### src/rtl/fft_pkg.sv
// Shared definitions for the radix-2 FFT butterfly scheduler.
//   FFT_WIDTH / FFT_CWIDTH : component and packed complex widths ({re, im}).
//   fft_state_t            : scheduler FSM encoding (IDLE, ISSUE, DRAIN, DONE).
//   sat_neg()              : two's-complement negate that maps the most
//                            negative value to the most positive one.
package fft_pkg;

  localparam int FFT_WIDTH  = 16;
  localparam int FFT_CWIDTH = 2 * FFT_WIDTH;

  localparam logic [FFT_WIDTH-1:0] Q_MIN = {1'b1, {(FFT_WIDTH-1){1'b0}}};
  localparam logic [FFT_WIDTH-1:0] Q_MAX = {1'b0, {(FFT_WIDTH-1){1'b1}}};

  typedef enum logic [1:0] {
    ST_IDLE  = 2'd0,
    ST_ISSUE = 2'd1,
    ST_DRAIN = 2'd2,
    ST_DONE  = 2'd3
  } fft_state_t;

  function automatic logic [FFT_WIDTH-1:0] sat_neg(input logic [FFT_WIDTH-1:0] v);
    if (v == Q_MIN) return Q_MAX;
    return (~v) + FFT_WIDTH'(1);
  endfunction

endpackage

### src/rtl/fft_addr_gen.sv
// Stage / butterfly counters for an in-place radix-2 DIT FFT.
// Ports:
//   clk, rst_n      : clock, synchronous active-low reset
//   clear           : restart at stage 0, butterfly 0
//   step            : advance to the next butterfly (wraps to 0 after last_k)
//   next_stage      : advance the stage counter
//   log2n           : current transform size (1..LOG2N_MAX)
//   addr_a, addr_b  : operand pair addresses for the current butterfly
//   tw_addr         : twiddle ROM address (ROM sized for 2^LOG2N_MAX points)
//   last_k          : current butterfly is the last of its stage
//   last_stage      : current stage is the final one
module fft_addr_gen #(
  parameter int LOG2N_MAX = 4
) (
  input  logic                   clk,
  input  logic                   rst_n,
  input  logic                   clear,
  input  logic                   step,
  input  logic                   next_stage,
  input  logic [3:0]             log2n,
  output logic [LOG2N_MAX-1:0]   addr_a,
  output logic [LOG2N_MAX-1:0]   addr_b,
  output logic [LOG2N_MAX-2:0]   tw_addr,
  output logic                   last_k,
  output logic                   last_stage
);

  localparam int AW = LOG2N_MAX;

  logic [AW-2:0] k;
  logic [3:0]    stage;

  logic [AW-1:0] k_ext;
  logic [AW-1:0] span;
  logic [AW-1:0] pos;
  logic [AW-1:0] k_max;
  logic [AW-1:0] tw_full;

  always_ff @(posedge clk) begin
    if (!rst_n) begin
      k     <= '0;
      stage <= '0;
    end else if (clear) begin
      k     <= '0;
      stage <= '0;
    end else begin
      if (step) k <= last_k ? '0 : k + (AW-1)'(1);
      if (next_stage) stage <= stage + 4'd1;
    end
  end

  // Butterfly k of stage s pairs addr_a with addr_a + 2^s: the low s bits of
  // k select the position inside a group, the remaining bits the group.
  always_comb begin
    k_ext   = {1'b0, k};
    span    = AW'(1) << stage;
    pos     = k_ext & (span - AW'(1));
    addr_a  = ((k_ext >> stage) << (stage + 4'd1)) | pos;
    addr_b  = addr_a + span;
    // pos < 2^s, so the shifted value always fits in LOG2N_MAX-1 bits.
    tw_full = pos << (4'(LOG2N_MAX - 1) - stage);
    tw_addr = tw_full[AW-2:0];
    k_max   = (AW'(1) << (log2n - 4'd1)) - AW'(1);
    last_k  = (k_ext == k_max);
    last_stage = (stage == (log2n - 4'd1));
  end

endmodule

### src/rtl/fft_bfly_scheduler.sv
// Initiator side of the radix-2 butterfly interface: runs an in-place DIT FFT
// of 2^cfg_log2n points over a dual-port RAM, stage by stage.
// Configuration macro: FFT_BFLY_SCHED_IFFT_EN -- when defined, `inverse`
// conjugates the twiddles (saturating negate of the imaginary part); when
// undefined `inverse` is ignored and bf_tw is tw_data.
// Ports:
//   clk, rst_n                  : clock, synchronous active-low reset
//   start, cfg_log2n, inverse   : transform request (sampled when idle)
//   busy, done, err             : status (done = 1-cycle pulse, err sticky)
//   rd_en, rd_addr_a/b, rd_data_a/b : RAM read port (1-cycle latency)
//   tw_addr, tw_data            : twiddle ROM (1-cycle latency)
//   bf_enable, bf_x0/x1/tw      : butterfly drive
//   bf_y0/y1, bf_valid          : butterfly results, BFLY_LAT after bf_enable
//   wr_en, wr_addr_a/b, wr_data_a/b : RAM write port
//   fsm_state                   : scheduler state, for observation
// WIDTH must equal fft_pkg::FFT_WIDTH (the negate helper is sized from it).
module fft_bfly_scheduler
  import fft_pkg::*;
#(
  parameter int WIDTH     = FFT_WIDTH,
  parameter int LOG2N_MAX = 4,
  parameter int BFLY_LAT  = 1
) (
  input  logic                   clk,
  input  logic                   rst_n,
  input  logic                   start,
  input  logic [3:0]             cfg_log2n,
  input  logic                   inverse,
  output logic                   busy,
  output logic                   done,
  output logic                   err,
  output logic                   rd_en,
  output logic [LOG2N_MAX-1:0]   rd_addr_a,
  output logic [LOG2N_MAX-1:0]   rd_addr_b,
  input  logic [2*WIDTH-1:0]     rd_data_a,
  input  logic [2*WIDTH-1:0]     rd_data_b,
  output logic [LOG2N_MAX-2:0]   tw_addr,
  input  logic [2*WIDTH-1:0]     tw_data,
  output logic                   bf_enable,
  output logic [2*WIDTH-1:0]     bf_x0,
  output logic [2*WIDTH-1:0]     bf_x1,
  output logic [2*WIDTH-1:0]     bf_tw,
  input  logic [2*WIDTH-1:0]     bf_y0,
  input  logic [2*WIDTH-1:0]     bf_y1,
  input  logic                   bf_valid,
  output logic                   wr_en,
  output logic [LOG2N_MAX-1:0]   wr_addr_a,
  output logic [LOG2N_MAX-1:0]   wr_addr_b,
  output logic [2*WIDTH-1:0]     wr_data_a,
  output logic [2*WIDTH-1:0]     wr_data_b,
  output fft_state_t             fsm_state
);

  localparam int CW = 2 * WIDTH;
  localparam int AW = LOG2N_MAX;

  // Handshake: there is no back-pressure. bf_enable is a one-cycle request
  // and the butterfly must answer with bf_valid exactly BFLY_LAT cycles later;
  // a missing answer sets err and that write is dropped, while a bf_valid
  // with no outstanding request is ignored.

  fft_state_t state, state_nxt;
  logic [3:0] log2n_q, log2n_clamped;
  logic       start_acc;

  logic       gen_clear, gen_step, gen_next;
  logic [AW-1:0] gen_a, gen_b;
  logic [AW-2:0] gen_tw;
  logic       last_k, last_stage;

  // In-flight tracker: entry 0 is the bf_enable cycle, entry BFLY_LAT the
  // cycle whose results are written back.
  logic [BFLY_LAT:0] pv;
  logic [AW-1:0]     pa [BFLY_LAT+1];
  logic [AW-1:0]     pb [BFLY_LAT+1];
  logic [BFLY_LAT:0] head_mask;
  logic              head_v, head_miss, drain_ok;
  logic [CW-1:0]     tw_eff;

  assign start_acc = (state == ST_IDLE) && start;
  assign head_mask = (BFLY_LAT+1)'(1) << BFLY_LAT;
  assign head_v    = pv[BFLY_LAT];
  assign head_miss = head_v && !bf_valid;
  // The head entry retires this cycle, so only younger entries hold a stage.
  assign drain_ok  = ((pv & ~head_mask) == '0);
  assign fsm_state = state;

  always_comb begin
    if (cfg_log2n == 4'd0)                  log2n_clamped = 4'd1;
    else if (cfg_log2n > 4'(LOG2N_MAX))     log2n_clamped = 4'(LOG2N_MAX);
    else                                    log2n_clamped = cfg_log2n;
  end

  fft_addr_gen #(.LOG2N_MAX(LOG2N_MAX)) u_addr_gen (
    .clk        (clk),
    .rst_n      (rst_n),
    .clear      (gen_clear),
    .step       (gen_step),
    .next_stage (gen_next),
    .log2n      (log2n_q),
    .addr_a     (gen_a),
    .addr_b     (gen_b),
    .tw_addr    (gen_tw),
    .last_k     (last_k),
    .last_stage (last_stage)
  );

  always_ff @(posedge clk) begin
    if (!rst_n) begin
      state   <= ST_IDLE;
      log2n_q <= 4'd1;
      err     <= 1'b0;
    end else begin
      state <= state_nxt;
      if (start_acc) log2n_q <= log2n_clamped;
      if (start_acc)      err <= 1'b0;
      else if (head_miss) err <= 1'b1;
    end
  end

  always_ff @(posedge clk) begin
    if (!rst_n) begin
      pv <= '0;
      for (int i = 0; i <= BFLY_LAT; i++) begin
        pa[i] <= '0;
        pb[i] <= '0;
      end
    end else begin
      pv[0] <= rd_en;
      pa[0] <= rd_addr_a;
      pb[0] <= rd_addr_b;
      for (int i = 1; i <= BFLY_LAT; i++) begin
        pv[i] <= pv[i-1];
        pa[i] <= pa[i-1];
        pb[i] <= pb[i-1];
      end
    end
  end

  always_comb begin
    state_nxt = state;
    gen_clear = 1'b0;
    gen_step  = 1'b0;
    gen_next  = 1'b0;
    rd_en     = 1'b0;
    busy      = 1'b0;
    done      = 1'b0;
    case (state)
      ST_IDLE: begin
        if (start) begin
          gen_clear = 1'b1;
          state_nxt = ST_ISSUE;
        end
      end
      ST_ISSUE: begin
        busy     = 1'b1;
        rd_en    = 1'b1;
        gen_step = 1'b1;
        if (last_k) state_nxt = ST_DRAIN;
      end
      ST_DRAIN: begin
        busy = 1'b1;
        if (drain_ok) begin
          if (last_stage) begin
            state_nxt = ST_DONE;
          end else begin
            gen_next  = 1'b1;
            state_nxt = ST_ISSUE;
          end
        end
      end
      ST_DONE: begin
        done      = 1'b1;
        state_nxt = ST_IDLE;
      end
      default: state_nxt = ST_IDLE;
    endcase
  end

`ifdef FFT_BFLY_SCHED_IFFT_EN
  logic inv_q;

  always_ff @(posedge clk) begin
    if (!rst_n)         inv_q <= 1'b0;
    else if (start_acc) inv_q <= inverse;
  end

  assign tw_eff = inv_q ? {tw_data[CW-1:WIDTH], sat_neg(tw_data[WIDTH-1:0])} : tw_data;
`else
  logic unused_inverse;
  assign unused_inverse = inverse;
  assign tw_eff = tw_data;
`endif

  // Address and data buses are forced to 0 whenever their strobe is low.
  assign rd_addr_a = rd_en ? gen_a : '0;
  assign rd_addr_b = rd_en ? gen_b : '0;
  assign tw_addr   = rd_en ? gen_tw : '0;

  assign bf_enable = pv[0];
  assign bf_x0     = bf_enable ? rd_data_a : '0;
  assign bf_x1     = bf_enable ? rd_data_b : '0;
  assign bf_tw     = bf_enable ? tw_eff : '0;

  assign wr_en     = head_v && bf_valid;
  assign wr_addr_a = wr_en ? pa[BFLY_LAT] : '0;
  assign wr_addr_b = wr_en ? pb[BFLY_LAT] : '0;
  assign wr_data_a = wr_en ? bf_y0 : '0;
  assign wr_data_b = wr_en ? bf_y1 : '0;

endmodule

### config.mk
export PLATFORM = sky130hd
export DESIGN_NAME = fft_bfly_scheduler
export DESIGN_NICKNAME = d
export VERILOG_FILES = /design/src/rtl/fft_pkg.sv /design/src/rtl/fft_addr_gen.sv /design/src/rtl/fft_bfly_scheduler.sv
export SDC_FILE = /design/constraint.sdc
export NUM_CORES = 1
export LEC_CHECK = 0
export CAP_MARGIN = 0
export CORE_AREA = 5 5 137 139
export CTS_BUF_LIST = sky130_fd_sc_hd__clkbuf_8
export CTS_CLUSTER_DIAMETER = 40
export CTS_CLUSTER_SIZE = 30
export DETAILED_ROUTE_END_ITERATION = 16
export DIE_AREA = 0 0 142 144
export PLACE_DENSITY = 0.62
export SYNTH_ARGS = -nofsm -noshare
export SYNTH_HDL_FRONTEND = slang
export SYNTH_SLANG_ARGS = --single-unit
### constraint.sdc
create_clock -name clk -period 7.65 [get_ports clk]
set_input_delay 2.295 -clock clk [delete_from_list [all_inputs] [get_ports clk]]
set_output_delay 2.295 -clock clk [all_outputs]
set_load 0.01 [all_outputs]
==> impl_metrics.py <==
metrics = {
    "status": {
        "outcome": "complete, no violations",
    },
    "logic_synthesis": {
        "synthCells": 406,
        "synth_edf_count": 0,
        "synth.ff_latch_count": 32,
        "syn_nets": 589,
        "avgSynthCellArea_sq_um": 7.350,
        "synthArstFlopShare_pct": 0,
        "synth_cell_types": 47,
        "yosys_most_used_dff": "dfxtp_1",
        "yosysSeqAreaShare_pct": 21.47,
        "syn_area_sq_mm": 0.002984,
        "ys_warn_count": 0,
    },
    "clock_network": {
        "numCtsBuffers": 5,
        "clock-sinks": 32,
        "root_buffer": "clkbuf_8",
        "cts_resized": 0,
        "clock_latency_ns": 0.28,
        "htreeDepth": 2,
        "hold_buffers": 0,
        "path_clk_slew_ns": 0.07,
        "postCtsSetupRepairBufs": 0,
        "clockBufferDepth": 2,
        "tritoncts": "done",
    },
    "final_layout": {
        "final_util_pct": 38.58,
        "layout.nets": 915,
        "final_cell_mix": "clkdlybuf4s50_1, and2_1, and3_1",
        "area_growth_pct": 126.7,
        "final_common_cell": "clkdlybuf4s50_1",
        "multiInputGateArea_sq_mm": 0.002138,
        "nFillCells": 1857,
        "drive_gt1_share_pct": 2.592,
        "regArea_sq_um": 643.1,
        "n_antenna_cell": 0,
    },
    "placed_design": {
        "place.gp.congestion": 0.8275,
        "port_buffers": 354,
        "dp_hpwl_um": 13100,
    },
    "timing": {
        "relSlewSlack_pct": 34.45,
        "setup_viol": 0,
        "rsz0062_at_grt": "false",
        "skew_ns": 0.007515,
        "timing.setup.tns_ns": 0,
        "fmax_ghz": 0.1586,
        "hold_viol": 0,
        "min_period_over_period_pct": 82.44,
        "tightest_slew_ns": 0.9832,
        "whs_ns": 0.4337,
        "finalCriticalPeriod_ns": 6.306,
        "slew_viol_final": 0,
    },
    "power_and_ir_drop": {
        "total_power_uw": 1009,
        "power_leakage_uw": 0.002813,
        "power_density_mw_per_mm2": 149.1,
        "ir_worst_vdd_uv": 67.43,
    },
    "grt": {
        "grt_start_max_net_pins": 104,
        "antenna_found_initial": 0,
        "grt_pass1_wl_um": 22770,
        "busiest_layer": "met2",
        "met1_usage_pct": 14.51,
        "grt_pass1_vias": 4008,
        "grt_util_met3_pct": 5.489,
        "use_met2_pct": 27.38,
        "grt_overflow": 0,
        "grt_use_total_pct": 14.11,
    },
    "setup_path": {
        "r2r_cells": 13,
        "arrival_ns": 4.01,
        "critPathMaxStageDelay_ns": 0.58,
        "required_ns": 5.36,
        "critPathSlowestCell": "clkdlybuf4s50_1",
        "crit_fanout": 5,
        "path_cells": "or2_1 > nor2_1 > nand2_1 > ha_1 > nor2b_1 > a21oi_1 > inv_1 > ha_1 > a21o_1 > a21oi_1 > xor2_1 > or3_1 > a21boi_1 > clkdlybuf4s50_1",
        "start_kind": "flop",
        "worst_setup_path_end_kind": "output port",
        "critPathKind": "reg2out",
    },
    "route": {
        "ant_nets": 0,
        "wl_per_cell_um": 16.53,
        "vias": 3999,
        "drc": 0,
        "first_pass_iters": 4,
        "viasPerCell": 4.157,
        "routed_wl_um": 15900,
        "drt_iter0_drc": 72,
    },
    "floorplan": {
        "die_h_um": 144,
        "core_sq_mm": 0.01753,
        "rows": 49,
        "die_area_sq_mm": 0.02045,
        "io_pins": 356,
        "dieWidth_um": 142,
        "floorplan.initialDensity_pct": 17.02,
    },
    "min_path": {
        "holdPathStages": 1,
        "hp-class": "reg2reg",
    },
    "job": {
        "cap_violations": 0,
    },
}
## report_power, final
| group | switching, uW | internal [uW] | leakage, uW |
|---|---|---|---|
| registers | 34.6 | 184 | 0.000260 |
| logic | 286 | 375 | 0.00251 |
| clock network | 65.5 | 63.3 | 0.0000479 |
| total | 387 | 622 | 0.00281 |
## final timing paths
kind | endpoint | start | slack, ns
worst max-delay path | rd_addr_b[3] | u_addr_gen.stage[3]$_SDFFE_PP0P_ | 1.34
worst min-delay path | pb[0][7]$_SDFF_PN0_ | pb[0][3]$_SDFF_PN0_ | 0.43
worst max register to register | pb[0][3]$_SDFF_PN0_ | u_addr_gen.stage[3]$_SDFFE_PP0P_ | 4.46
worst min register to register | pb[0][7]$_SDFF_PN0_ | pb[0][3]$_SDFF_PN0_ | 0.43
## logic make-up (layout without fill, tap and decap cells)
group           after synthesis  after routing  share of synthesized area [%]
compound gates               35             35                          8.470
xor+xnor                     16             16                          5.199
fa+ha+maj                    14             14                          6.122
buf+inv                      53            380                          6.876
flops                        32             32                          21.47
mux                           3              3                          1.006
simple gates                253            253                          50.86
## metal layers
| metal | wire length, um | up-vias | part of all wire (%) |
|---|---|---|---|
| met5 | 0 | - | 0 |
| met4 | 108 | 0 | 0.68 |
| met3 | 1943 | 9 | 12 |
| met2 | 8114 | 219 | 51 |
| met1 | 5733 | 1772 | 36 |
| li1 | - | 1999 | - |
## Yosys cell counts (2+ instances only)
cell	n	area (sq um)
and2_1	110	688.2
and3_1	75	469.2
clkbuf_1	32	120.1
dfxtp_1	32	640.6
nor2_1	17	63.81
inv_1	16	60.06
ha_1	13	162.7
nand2_1	12	45.04
a21oi_1	11	55.05
xnor2_1	9	78.83
nor3_1	8	40.04
nand3_1	6	30.03
nor2b_1	6	37.54
xor2_1	6	52.55
o21ai_0	4	20.02
a21o_1	3	22.52
mux2i_1	3	30.03
nand2b_1	3	18.77
nor3b_1	3	22.52
o21a_1	3	22.52
or3_1	3	18.77
a21boi_1	2	15.01
a221oi_1	2	17.52
buf_2	2	10.01
nand3b_1	2	15.01
nand4_1	2	12.51
## cell type report
cell class | instances | area share, %
repair buffers | 355 | 52.41
inverters | 17 | 0.9432
clock inverters | 3 | 0.2774
clock buffers | 5 | 1.017
well taps | 229 | 4.235
multi-input cells | 321 | 31.61
flip-flops and latches | 32 | 9.506
## flip-flops by register name, indices dropped and copies added (netlist names)
| name | cells |
|---|---|
| u_addr_gen.k | 3 |
| u_addr_gen.stage | 4 |
| log2n_q | 4 |
| pv | 2 |
| pb | 8 |
| fsm_state | 2 |
| err | 1 |
| pa | 8 |
## per-stage QoR
stage | worst slack [ns] | instance area (sq um) | instances
CTS | 1.304 | 6765 | 962
finish | 1.344 | 6765 | 962
global route | 1.123 | 6765 | 962
global placement | 1.466 | 6678 | 954
floorplan | 2.413 | 2984 | 406
detailed placement | 1.479 | 6678 | 954
## critical path: cells and delay by family (launching register included)
family	cells	cell delay, ns
compound gates	4	0.92
fa+ha+maj	2	0.61
xor+xnor	1	0.10
flops	1	0.38
simple gates	5	1.05
buf+inv	2	0.67
Note: power is estimated with default switching activity, not from simulation.
